`config.mk`:
```
export PLATFORM = sky130hd
export DESIGN_NAME = video_timing_gen
export DESIGN_NICKNAME = d
export VERILOG_FILES = /design/src/rtl/video_timing_gen.sv
export SDC_FILE = /design/constraint.sdc
export NUM_CORES = 1
export LEC_CHECK = 0
export ABC_CLOCK_PERIOD_IN_PS = 4050
export CAP_MARGIN = 20
export CORE_UTILIZATION = 57
export DETAILED_ROUTE_END_ITERATION = 16
export PLACE_DENSITY = 0.83
export SYNTH_ARGS = -nofsm -noshare
export SYNTH_HDL_FRONTEND = slang
export SYNTH_SLANG_ARGS = --single-unit
```
`constraint.sdc`:
```
create_clock -name clk_i -period 4.05 [get_ports clk_i]
set_clock_uncertainty 0.2 [all_clocks]
set_input_delay 0.81 -clock clk_i [delete_from_list [all_inputs] [get_ports clk_i]]
set_output_delay 0.81 -clock clk_i [all_outputs]
set_load 0.02 [all_outputs]
```
`src/rtl/video_timing_gen.sv`:
```
// Raster timing generator with built-in test patterns (bars, solid, grid, black).
// Outputs are registered from the current counter position, so they lag the counters by one enabled cycle.
module video_timing_gen #(
  parameter int H_ACTIVE = 1920,
  parameter int H_FP     = 88,
  parameter int H_SYNC   = 44,
  parameter int H_BP     = 148,
  parameter int V_ACTIVE = 1080,
  parameter int V_FP     = 4,
  parameter int V_SYNC   = 5,
  parameter int V_BP     = 36
) (
  input  logic        clk_i,
  input  logic        rst_ni,
  input  logic        cen_i,
  input  logic [1:0]  pat_sel_i,
  output logic [1:0]  vh_blank_o,
  output logic [2:0]  dvh_sync_o,
  output logic [23:0] vid_rgb_o,
  output logic [11:0] hcount_o,
  output logic [10:0] vcount_o,
  output logic        frame_start_o
);

  localparam int H_TOTAL = H_ACTIVE + H_FP + H_SYNC + H_BP;
  localparam int V_TOTAL = V_ACTIVE + V_FP + V_SYNC + V_BP;

  localparam logic [11:0] H_ACT    = 12'(H_ACTIVE);
  localparam logic [11:0] HS_BEG   = 12'(H_ACTIVE + H_FP);
  localparam logic [11:0] HS_END   = 12'(H_ACTIVE + H_FP + H_SYNC);
  localparam logic [11:0] H_LAST   = 12'(H_TOTAL - 1);
  localparam logic [11:0] BAR_LAST = 12'(H_ACTIVE / 8 - 1);
  localparam logic [10:0] V_ACT    = 11'(V_ACTIVE);
  localparam logic [10:0] VS_BEG   = 11'(V_ACTIVE + V_FP);
  localparam logic [10:0] VS_END   = 11'(V_ACTIVE + V_FP + V_SYNC);
  localparam logic [10:0] V_LAST   = 11'(V_TOTAL - 1);

  logic [11:0] hcnt;
  logic [10:0] vcnt;
  logic [11:0] bar_cnt;
  logic [2:0]  bar_idx;
  logic [1:0]  pat_q;

  logic        hblank, vblank, hsync, vsync, de, first_px, h_last, v_last;
  logic [1:0]  pat_eff;
  logic [23:0] bar_rgb, rgb_d;

  always_comb begin
    hblank   = (hcnt >= H_ACT);
    vblank   = (vcnt >= V_ACT);
    hsync    = (hcnt >= HS_BEG) && (hcnt < HS_END);
    vsync    = (vcnt >= VS_BEG) && (vcnt < VS_END);
    de       = ~hblank & ~vblank;
    first_px = (hcnt == 12'd0) && (vcnt == 11'd0);
    h_last   = (hcnt == H_LAST);
    v_last   = (vcnt == V_LAST);
    // A new selection takes effect from the very first pixel of the frame it is sampled in.
    pat_eff  = first_px ? pat_sel_i : pat_q;
  end

  always_comb begin
    bar_rgb = 24'h000000;
    case (bar_idx)
      3'd0: bar_rgb = 24'hFFFFFF;
      3'd1: bar_rgb = 24'hFFFF00;
      3'd2: bar_rgb = 24'h00FFFF;
      3'd3: bar_rgb = 24'h00FF00;
      3'd4: bar_rgb = 24'hFF00FF;
      3'd5: bar_rgb = 24'hFF0000;
      3'd6: bar_rgb = 24'h0000FF;
      default: bar_rgb = 24'h000000;
    endcase
  end

  always_comb begin
    rgb_d = 24'h000000;
    if (de) begin
      case (pat_eff)
        2'd0: rgb_d = bar_rgb;
        2'd1: rgb_d = 24'hFF5A43;
        2'd2: rgb_d = ((hcnt[5:0] == 6'd0) || (vcnt[5:0] == 6'd0)) ? 24'hFFFFFF : 24'h000000;
        default: rgb_d = 24'h000000;
      endcase
    end
  end

  always_ff @(posedge clk_i or negedge rst_ni) begin
    if (!rst_ni) begin
      hcnt          <= '0;
      vcnt          <= '0;
      bar_cnt       <= BAR_LAST;
      bar_idx       <= '0;
      pat_q         <= '0;
      vh_blank_o    <= 2'b11;
      dvh_sync_o    <= 3'b000;
      vid_rgb_o     <= '0;
      hcount_o      <= '0;
      vcount_o      <= '0;
      frame_start_o <= 1'b0;
    end else if (cen_i) begin
      vh_blank_o    <= {vblank, hblank};
      dvh_sync_o    <= {de, vsync, hsync};
      vid_rgb_o     <= rgb_d;
      hcount_o      <= hcnt;
      vcount_o      <= vcnt;
      frame_start_o <= first_px;
      if (first_px) pat_q <= pat_sel_i;

      // Bar index runs off a per-bar down-counter, so no divide by bar width is needed.
      if (h_last) begin
        hcnt    <= '0;
        bar_cnt <= BAR_LAST;
        bar_idx <= '0;
        vcnt    <= v_last ? 11'd0 : vcnt + 11'd1;
      end else begin
        hcnt <= hcnt + 12'd1;
        if (bar_cnt == 12'd0) begin
          bar_cnt <= BAR_LAST;
          bar_idx <= bar_idx + 3'd1;
        end else begin
          bar_cnt <= bar_cnt - 12'd1;
        end
      end
    end
  end

endmodule
```
==> summary.txt <==
Floorplanning
  • Die Y-Extent: 85.0 µm
  • Die area: 7220 µm²
  • Number of top-level pins: 58
  • Die X: 85.0 µm
  • Initial Utilization: 0.604
  • Core area: 6490 µm²
  • Core Rows: 29

Clock tree
  • Post-CTS Hold Fix Bufs: 0
  • Post-CTS resize count: 0
  • Cts bufs inserted: 9
  • Clk_lat worst skew: 350 ps
  • Clock sink count: 74
  • Clock root buffer: clkbuf_8
  • H-tree depth reported by CTS: 3
  • Clock buffer depth: 2
  • TritonCTS clock tree: yes
  • Setup Buffers After CTS: 0
  • Reg clk slew, reported paths: 80 ps

Synthesis
  • Syn_area_per_cell: 10.6 µm²
  • Post-synth EDFFs: 0
  • Yosys Warn Count: 0
  • Area leader, netlist: dfrtp_1
  • Syn_nets: 385
  • FF+latch count, synth: 74
  • Area of the mapped netlist: 3920 µm²
  • Post-synth top area share: 0.415
  • Seq/Total Area, Yosys: 0.475
  • Fraction of registers with async set/reset: 1.00
  • Syn Inst Count: 369
  • Area contributors post-synth: dfrtp_1, mux2_2, dfstp_2
  • Most used DFF post-synth: dfrtp_1
  • Unique masters post-synth: 64

Setup path
  • Crit. End Element: register
  • CP Launch Point: vcnt[0]$_DFFE_PN0P_
  • R2R depth: 7
  • Critical path arrival: 2680 ps
  • Critical path class: register to register
  • Worst reg-to-reg setup slack: 1410 ps
  • Crit start category: register
  • Reg2reg end: vid_rgb_o[6]$_DFFE_PN0P_
  • CP Max Fanout: 7
  • CP required: 4090 ps
  • Origin of the critical flop-to-flop path: vcnt[0]$_DFFE_PN0P_

Final layout
  • Most frequent cells in the layout: dfrtp_1, clkdlybuf4s50_1, nand2_1
  • Share of post-route cells with drive strength above 1: 0.188
  • Area Growth Syn to Fin: 17.7%
  • Final net count: 427
  • Antenna Cells: 0
  • Most common cell after layout, fill and taps aside: dfrtp_1

Run status
  • Failing checks: DRC
  • Status: finished, violations left

Timing
  • Setup TNS: 0 ps
  • Least-Margin Pin Slew: 659 ps
  • Final setup viols: 0
  • Fin. Hold Viols: 0
  • Tcrit/Tclk final: 0.651
  • Max-slew violation count: 0
  • Tmin final: 2640 ps
  • Slew HR: 0.554
  • Max Freq: 379 MHz
  • RSZ-0062 raised after global routing: false

GRT
  • All-Layer GR Usage: 0.236
  • Largest net degree at the start of global routing: 35
  • Vias in the first global route: 2749
  • GR Overflow Total: 0
  • Number of antenna violations at the first check in global routing: 0
  • First-pass GRT wire length: 13.3 mm

Power and ir drop
  • Leakage power: 1.99 nW
  • Max IR drop VDD: 0.369 mV
  • Pwr dens: 536 nW/µm²
  • Total power: 0.00247 W

Drt
  • Post-DR wirelength/cell: 15.8 µm
  • DR iter-0 viols: 240
  • Final wirelength: 7.77 mm
  • Vias/cell: 5.92
  • Final ANT Viol Nets: 0
  • Detailed Routing Iterations Pass 1: 13
  • Remaining DRCs: 8
  • Via Count: 2919

Job
  • Maxcap violations: 0

Placement
  • Hpwl dp: 5.52 mm
  • PortBufs: 57
  • GPL Wtd Cong: 0.904

Min path
  • Worst hold path class: primary input to async pin
[metrics by stage]
step	instances	utilization	instance area [µm²]	hold WS [ps]	worst slack, ps
2_1_floorplan	369	-	3920	272	1670
3_3_place_gp	476	0.674	4380	266	1210
3_5_place_dp	477	0.677	4400	272	1160
4_1_cts	493	0.711	4620	199	1430
5_1_grt	493	0.711	4620	228	1230
6_report	493	0.711	4620	203	1410
[synth_stat cells (7+ instances only)]
master and number:
dfrtp_1 65, dfstp_2 9, inv_1 18, xor2_1 8
ha_1 11, clkbuf_1 7, nor4_1 9, buf_4 19
mux2_2 26, xnor2_1 10, nor2_1 21, nand3_1 9
o21ai_0 23, nand2_1 35, nor3_1 12
[worst max path at each step]
stage	depth (start not counted)	end	slack, ps
2_1_floorplan	6	vcnt[4]$_DFFE_PN0P_	1670
3_3_place_gp	6	vid_rgb_o[22]$_DFFE_PN0P_	1210
3_5_place_dp	6	vid_rgb_o[22]$_DFFE_PN0P_	1160
4_1_cts	7	vid_rgb_o[6]$_DFFE_PN0P_	1430
5_1_grt	7	vid_rgb_o[6]$_DFFE_PN0P_	1230
6_report	7	vid_rgb_o[6]$_DFFE_PN0P_	1410
[logic make-up after synthesis]
group | after synthesis | synth area share
mux | 29 | 0.0823
xor+xnor | 19 | 0.0443
buf+inv | 50 | 0.0778
flops | 74 | 0.475
simple gates | 134 | 0.196
compound gates | 52 | 0.0890
fa+ha+maj | 11 | 0.0351
[state kept, by name (all words and copies together), names as in the netlist, 2 cells and up]
signal      count
bar_cnt        12
bar_idx         3
dvh_sync_o      3
hcnt           12
hcount_o       12
pat_q           2
vcnt           11
vcount_o       11
vh_blank_o      2
vid_rgb_o       5
[worst max-delay path, stage by stage (launching register included)]
cell and delay, ps:
dfrtp_1 460, inv_1 90, ha_1 160, or4b_4 500
nor4_4 380, nand2_2 190, mux2i_1 200, o41ai_1 350
[final cells by class]
| type | count | area [µm²] |
|---|---|---|
| Tap cell | 77 | 96.3 |
| Multi-Input combinational cell | 245 | 1750 |
| Sequential cell | 74 | 1860 |
| Fill cell | 462 | 1880 |
| Inverter | 18 | 67.6 |
| Clock buffer | 9 | 124 |
| Timing Repair Buffer | 63 | 618 |
| Clock inverter | 7 | 93.8 |
[power by group]
part	total (W)	internal [W]	switching, W
logic	0.000792	0.000388	0.000404
registers	0.00105	0.000899	0.000154
clock network	0.000627	0.000345	0.000282
total	0.00247	0.00163	0.000840
[metal layers]
metal | share of wire | GRT usage | routed length, µm
met5 | 0 | 0 | 0
met4 | 0.0077 | 0.0847 | 60
met3 | 0.066 | 0.0642 | 516
met2 | 0.48 | 0.377 | 3730
met1 | 0.45 | 0.310 | 3470
Note: power is estimated with default switching activity, not from simulation.
